$ cat src/rtl/booth_seq_mult_ctrl.sv
// Sequential radix-2 Booth signed multiplier.
// One add/sub + arithmetic-shift step per clock, start/busy/done handshake.
module booth_seq_mult_ctrl #(
  parameter int W = 4
) (
  input  logic           clk,
  input  logic           rst,
  input  logic           start,
  input  logic [W-1:0]   a,
  input  logic [W-1:0]   b,
  output logic           busy,
  output logic           done,
  output logic [2*W-1:0] prod,
  output logic [W-1:0]   out,
  output logic           cout
);

  localparam int CW = $clog2(W + 1);
  localparam int PW = 2 * W + 2;

  typedef enum logic {
    IDLE,
    RUN
  } state_t;

  state_t         r_state, w_state_nx;
  logic [PW-1:0]  r_p, w_p_nx, w_step;
  logic [W:0]     r_am, r_sm, w_am_nx, w_sm_nx;
  logic [W:0]     w_acc, w_ext;
  logic [CW-1:0]  r_cnt, w_cnt_nx;
  logic [2*W-1:0] r_prod, w_prod_nx, w_pnew;
  logic           r_done, w_done_nx;
  logic           r_cout, w_cout_nx;
  logic           w_last, w_fit;

  // Extra acc bit lets -2^(W-1) negate without overflow
  assign w_ext = {a[W-1], a};

  always_comb begin
    unique case (r_p[1:0])
      2'b01:   w_acc = r_p[PW-1:W+1] + r_am;
      2'b10:   w_acc = r_p[PW-1:W+1] + r_sm;
      default: w_acc = r_p[PW-1:W+1];
    endcase
    w_step = {w_acc[W], w_acc, r_p[W:1]};
  end

  assign w_pnew = w_step[2*W:1];
  assign w_fit  = (&w_pnew[2*W-1:W-1]) | ~(|w_pnew[2*W-1:W-1]);
  assign w_last = (r_cnt == CW'(W - 1));

  always_comb begin
    w_state_nx = r_state;
    w_p_nx     = r_p;
    w_am_nx    = r_am;
    w_sm_nx    = r_sm;
    w_cnt_nx   = r_cnt;
    w_done_nx  = 1'b0;
    w_prod_nx  = r_prod;
    w_cout_nx  = r_cout;
    unique case (r_state)
      IDLE: begin
        if (start) begin
          w_am_nx    = w_ext;
          w_sm_nx    = (W+1)'(0) - w_ext;
          w_p_nx     = {(W+1)'(0), b, 1'b0};
          w_cnt_nx   = '0;
          w_state_nx = RUN;
        end
      end
      RUN: begin
        w_p_nx   = w_step;
        w_cnt_nx = r_cnt + CW'(1);
        if (w_last) begin
          w_state_nx = IDLE;
          w_done_nx  = 1'b1;
          w_prod_nx  = w_pnew;
          w_cout_nx  = ~w_fit;
        end
      end
      default: w_state_nx = IDLE;
    endcase
  end

  always_ff @(posedge clk) begin
    if (rst) begin
      r_state <= IDLE;
      r_p     <= '0;
      r_am    <= '0;
      r_sm    <= '0;
      r_cnt   <= '0;
      r_done  <= 1'b0;
      r_prod  <= '0;
      r_cout  <= 1'b0;
    end else begin
      r_state <= w_state_nx;
      r_p     <= w_p_nx;
      r_am    <= w_am_nx;
      r_sm    <= w_sm_nx;
      r_cnt   <= w_cnt_nx;
      r_done  <= w_done_nx;
      r_prod  <= w_prod_nx;
      r_cout  <= w_cout_nx;
    end
  end

  assign busy = (r_state == RUN);
  assign done = r_done;
  assign prod = r_prod;
  assign out  = r_prod[W-1:0];
  assign cout = r_cout;

endmodule

$ cat config.mk
export PLATFORM = sky130hd
export DESIGN_NAME = booth_seq_mult_ctrl
export DESIGN_NICKNAME = d
export VERILOG_FILES = /design/src/rtl/booth_seq_mult_ctrl.sv
export SDC_FILE = /design/constraint.sdc
export NUM_CORES = 1
export LEC_CHECK = 0
export CORE_ASPECT_RATIO = 0.7
export CORE_UTILIZATION = 52
export CTS_CLUSTER_SIZE = 40
export DETAILED_ROUTE_END_ITERATION = 8
export GPL_TIMING_DRIVEN = 0
export PLACE_DENSITY = 0.79
export REMOVE_ABC_BUFFERS = 1
export SYNTH_ARGS = -nofsm -noshare
export SYNTH_HDL_FRONTEND = slang
export SYNTH_SLANG_ARGS = --single-unit
$ cat constraint.sdc
create_clock -name clk -period 3.2 [get_ports clk]
set_clock_uncertainty 0.05 [all_clocks]
set_input_delay 0.64 -clock clk [delete_from_list [all_inputs] [get_ports clk]]
set_output_delay 0.64 -clock clk [all_outputs]
set_load 0.01 [all_outputs]
==> impl_metrics.tcl, run 1 <==
set metrics [dict create \
    status "finished clean" \
    vias_per_cell 5.51 \
    postRouteAntennaNets 0 \
    wire_per_inst_um 14.0 \
    antenna_cells 0 \
    cts_buffers 5 \
    drc 0 \
    synth-simple-area-share_pct 20.0 \
    combPwrFrac_pct 11.2 \
    synthCells 176 \
    vias 1278 \
    worstMarginPinSlew_ps 902 \
    synth_seq_cells 31 \
    core_sq_um 2820 \
    power_density_nw_per_um2 423 \
    seqCellArea_sq_um 621 \
    cts_tree "yes" \
    finalSetupViolations 0 \
    grt_antenna_before_repair 0 \
    synth_mux_area_share_pct 9.31 \
    synth_top_family_by_area "simple AND/OR/NAND/NOR gates" \
    cts-resized-gates 0 \
    synth_top_flop_cell "dfxtp_1" \
    r2r-start "r_p[0]$_SDFFE_PP0P_" \
    critPathCaptureType "register" \
    fin_crit_ps 2880 \
    fp-row-count 16 \
    setup_tns_ps 0 \
    clkPwrFrac_pct 36.8 \
    hold_violations 0 \
    drt-initial-drc-count 86 \
    slew_headroom_pct 39.8 \
    ys_seq_area_share_pct 39.8 \
    post-cts-setup-buffer-count 0 \
    stdcell_count 232 \
    clk_latency_ps 280 \
    fin_crit_sh_pct 90.1 \
    nNetsFinal 215 \
    worstHoldPathType "reg2reg" \
    yosysTopAreaCell "dfxtp_1" \
    clockBufferDepth 2 \
    synthAdderAreaFrac_pct 7.70 \
    fmax_ghz 0.347 \
    synth_most_common_cell "dfxtp_1" \
    ys_top_cells_by_area "dfxtp_1 40%, ha_1 6.4%, a21oi_1 6.1%" \
    globalRouteTotalUtil_pct 21.3 \
    yosysWarnings 0 \
    ioPinCount 26 \
    synth_compound_area_share_pct 15.1 \
    design_area_sq_um 1870 \
    dp_hpwl_um 2360 \
    p_int_w 0.000589 \
    drv_cap 0 \
    drive_gt1_share_pct 8.67 \
    drt-total-wl_um 3260 \
    synthToLayoutAreaGrowth_pct 20.1 \
    globalRouteOverflowTotal 0 \
    initial_core_util_pct 55.2 \
    p_switching_w 0.000203 \
    die_w_um 67.4 \
    dieArea_sq_um 3220 \
    synth-edff-count 0 \
    grt_pass1_vias 1036 \
    grt_pass1_wl_um 4830 \
    crit_type "in2reg" \
    cp_max_fo 23 \
    cts_sinks 31 \
    postPlaceCellArea_sq_um 1790 \
    die_height_um 47.8 \
    worstHoldStart "r_sm[1]$_SDFFE_PP0P_" \
    dr.pass1.iters 4 \
    required_ps 3380 \
    vdd_drop_max_uv 320 \
    crit_arrival_ps 3060 \
    p_sw_share_pct 25.6 \
    ys_async_sr_fraction_pct 0 \
    p_leak_nw 0.772 \
    gp_congestion 0.772 \
    synth.avg_cell_area_sq_um 8.86 \
    postCtsHoldBufs 0 \
    rsz0062_at_grt "no" \
    place_inst 224 \
    yosysTopAreaCellShare_pct 39.8 \
    io_buffer_count 25 \
    num-fill-cells 229 \
    synth.distinct_cells 37 \
    synth_common_cells "31 x dfxtp_1, 19 x a21oi_1, 18 x nand2_1, 17 x nor2_1, 8 x ha_1" \
    slew_viol_final 0 \
    crit_path_start "rst" \
    netlist_area_sq_um 1560 \
    synth-xor-area-share_pct 2.17 \
    multi_input_area_sq_um 846 \
    start_kind "primary input" \
    cts.clk_slew.worst_paths_ps 70 \
    grt_max_degree 30 \
    p_seq_share_pct 52.0 \
    htreeDepth 2 \
    cts_root_buf "clkbuf_8" \
]
## registers in the layout, summed over array words and instances, names as in the netlist
register	count
r_p	9
busy	1
r_cnt	3
r_am	4
done	1
cout	1
prod	8
r_sm	4
## final cells by class
type,instances,share of cell area (%)
flip-flops and latches,31,33.2
multi-input cells,125,45.2
clock inverters,3,0.802
well taps,36,2.41
inverters,7,1.40
clock buffers,5,3.68
repair buffers,25,13.4
## metal layers
| layer | up-vias | track usage [%] | routed length [um] |
|---|---|---|---|
| met1 | 610 | 27.5 | 1550 |
| li1 | 643 | - | - |
| met4 | 0 | 6.38 | 25 |
| met3 | 4 | 7.14 | 90 |
| met5 | - | 0 | 0 |
| met2 | 21 | 34.4 | 1590 |
## per-stage QoR
step | setup WS, ps | hold WS [ps] | power (W) | util, %
final | 315 | 403 | 0.000793 | 66.3
after floorplan | 538 | 372 | 0.000471 | -
after CTS | 322 | 408 | 0.000798 | 66.3
after global routing | 91.8 | 433 | 0.000828 | 66.3
after detailed placement | 63.3 | 394 | 0.000508 | 63.3
after global placement | 124 | 385 | 0.000503 | 63.3
## logic make-up after synthesis
kind of cell,count (synthesis)
XOR/XNOR,3
flip-flops,31
buffers and inverters,20
AND/OR/NAND/NOR,62
multiplexers,13
AO/OA/AOI/OAI,38
adder cells (fa/ha/maj),9
## placed cells by master, fill, tap and decap left out, drive strengths merged, types with 2 or more instances in the layout
cell	Yosys	layout
clkdlybuf4s50	0	25
or4b	2	2
nand2	18	18
ha	8	8
a211oi	3	3
mux2	6	6
nor3	4	4
nor2b	4	4
clkbuf	4	5
nor3b	6	6
o21ai	5	5
nand2b	3	3
or2	2	2
nand3	3	3
xor2	2	2
clkinv	0	3
a21oi	19	19
inv	7	7
mux2i	7	7
dfxtp	31	31
nor2	17	17
a22o	5	5
## worst max-delay path: stages
cell and delay, ps:
clkdlybuf4s50_1 830, a21oi_1 910, nand2_1 220, o211ai_1 130, a2bb2oi_1 170, mux2_4 150
## worst paths after layout
| kind | slack, ps | end | depth (start not counted) |
|---|---|---|---|
| max | 320 | cout$_SDFFE_PP0P_ | 6 |
| min | 400 | r_sm[1]$_SDFFE_PP0P_ | 2 |
| max reg2reg | 320 | cout$_SDFFE_PP0P_ | 9 |
| min reg2reg | 400 | r_sm[1]$_SDFFE_PP0P_ | 2 |
## power by group through the flow
stage,sequential [W],combinational (W),clock [W]
floorplan,0.000417,0.0000534,0
global placement,0.000420,0.0000834,0
detailed placement,0.000421,0.0000875,0
CTS,0.000412,0.0000880,0.000297
global route,0.000414,0.0000981,0.000316
finish,0.000412,0.0000885,0.000292
Note: power is estimated with default switching activity, not from simulation.
==> run 2, diff against run 1 <==
MAX_ROUTING_LAYER = met4   (was default)
SKIP_LAST_GASP = 1   (was default)
==> impl_metrics.tcl, run 2 (synthesis results as in run 1) <==
set metrics [dict create \
    postRouteAntennaNets 0 \
    die_w_um 67.4 \
    vias 1269 \
    min_to "prod[7]$_SDFFE_PP0P_" \
    cts_sinks 31 \
    cpLargestDelayFamily "compound AO/OA/AOI/OAI gates" \
    path_cells "clkdlybuf4s50_1, a21oi_1, nand2_1, o211ai_1, a2bb2oi_1, mux2_4" \
    r2r-start "r_p[0]$_SDFFE_PP0P_" \
    rsz0062_at_grt "no" \
    max_stage_delay_ps 920 \
    reg2reg_slack_ps 320 \
    vias_per_cell 5.47 \
    fin_crit_sh_pct 90.8 \
    drt-initial-drc-count 82 \
    htreeDepth 2 \
    hold_violations 0 \
    finalSetupViolations 0 \
    num-fill-cells 229 \
    slew_headroom_pct 38.3 \
    post-cts-setup-buffer-count 0 \
    multi_input_area_sq_um 846 \
    dieArea_sq_um 3220 \
    cts-resized-gates 0 \
    setup_tns_ps 0 \
    wire_per_inst_um 14.1 \
    status "finished clean" \
    required_ps 3380 \
    nNetsFinal 215 \
    largest_reg_flops 9 \
    reg2reg_depth 9 \
    drt-total-wl_um 3260 \
    gp_congestion 0.783 \
    antenna_cells 0 \
    hold_ws_ps 403 \
    start_kind "primary input" \
    synthToLayoutAreaGrowth_pct 20.1 \
    drive_gt1_share_pct 8.67 \
    dr.pass1.iters 7 \
    dp_hpwl_um 2360 \
    cp_max_fo 23 \
    cp.depth 6 \
    initial_core_util_pct 55.2 \
    cts_root_buf "clkbuf_8" \
    die_height_um 47.8 \
    cts_tree "yes" \
    cts_buffers 5 \
    io_buffer_count 25 \
    crit_type "in2reg" \
    grt_antenna_before_repair 0 \
    grt_max_degree 30 \
    regMostFlops "r_p" \
    layout_commonest_cell "dfxtp_1" \
    min_path_cells 2 \
    drc 0 \
    worstHoldStart "prod[7]$_SDFFE_PP0P_" \
    critPathCaptureType "register" \
    power_density_nw_per_um2 424 \
    globalRouteOverflowTotal 0 \
    core_sq_um 2820 \
    fmax_ghz 0.344 \
    clk_latency_ps 280 \
    fin_crit_ps 2900 \
    postCtsHoldBufs 0 \
    clockBufferDepth 2 \
    slew_viol_final 0 \
    most-common-layout-cells "31 x dfxtp_1, 25 x clkdlybuf4s50_1, 19 x a21oi_1" \
    crit_arrival_ps 3080 \
    worstMarginPinSlew_ps 924 \
    vdd_drop_max_uv 318 \
    grt_pass1_vias 1037 \
    grt_pass1_wl_um 4840 \
    worstHoldPathType "reg2reg" \
    seqCellArea_sq_um 621 \
    globalRouteTotalUtil_pct 22.2 \
    cts.clk_slew.worst_paths_ps 70 \
    ioPinCount 26 \
    worst-path-buf-inv 1 \
    cp_slowest_cell "a21oi_1" \
    p_leak_nw 0.772 \
    rr_endpoint "cout$_SDFFE_PP0P_" \
    fp-row-count 16 \
    drv_cap 0 \
]
-- run 2: cell counts in the layout (fill, tap and decap cells not counted) --
No cell type changed its count.
-- run 2: metrics by stage --
step / cell area (sq um) / util, % / worst slack, ps / power, W / std cells
final: 1870 / 66.3 / 296 / 0.000794 / 232
after global routing: 1870 / 66.3 / 91.5 / 0.000828 / 232
after CTS: 1870 / 66.3 / 322 / 0.000798 / 232
after detailed placement: 1790 / 63.3 / 63.3 / 0.000508 / 224
after global placement: 1790 / 63.3 / 124 / 0.000503 / 224
after floorplan: 1490 / - / 538 / 0.000471 / 163
-- run 2: worst max-delay path by stage --
stage                                   start                 to  slack (ps)
after floorplan           r_p[0]$_SDFFE_PP0P_  cout$_SDFFE_PP0P_         540
after global placement                    rst  cout$_SDFFE_PP0P_         120
after detailed placement                  rst  cout$_SDFFE_PP0P_          60
after CTS                 r_p[0]$_SDFFE_PP0P_  cout$_SDFFE_PP0P_         320
after global routing                      rst  cout$_SDFFE_PP0P_          90
final                                     rst  cout$_SDFFE_PP0P_         300
-- run 2: cell type report --
| cell class | count | area share, % |
|---|---|---|
| repair buffers | 25 | 13.4 |
| clock inverters | 3 | 0.802 |
| clock buffers | 5 | 3.68 |
| well taps | 36 | 2.41 |
| multi-input cells | 125 | 45.2 |
| inverters | 7 | 1.40 |
| flip-flops and latches | 31 | 33.2 |
-- run 2: report_power, final --
group | total [W] | switching (W) | internal (W)
combinational | 0.0000885 | 0.0000459 | 0.0000426
sequential | 0.000412 | 0.0000141 | 0.000398
clock | 0.000293 | 0.000144 | 0.000148
total | 0.000794 | 0.000204 | 0.000589
-- run 2: tightest hold or removal path, stage by stage, from the launching register on --
cell and delay, ps:
dfxtp_1 330, nand2_1 40, o21ai_0 50
-- run 2: per-layer routing --
layer  GRT usage (%)  wire [um]  vias up
met5               -          0        -
met4            6.38         25        0
met3            7.14         88        4
met2            34.4       1570       17
met1            27.8       1580      606
li1                -          -      642
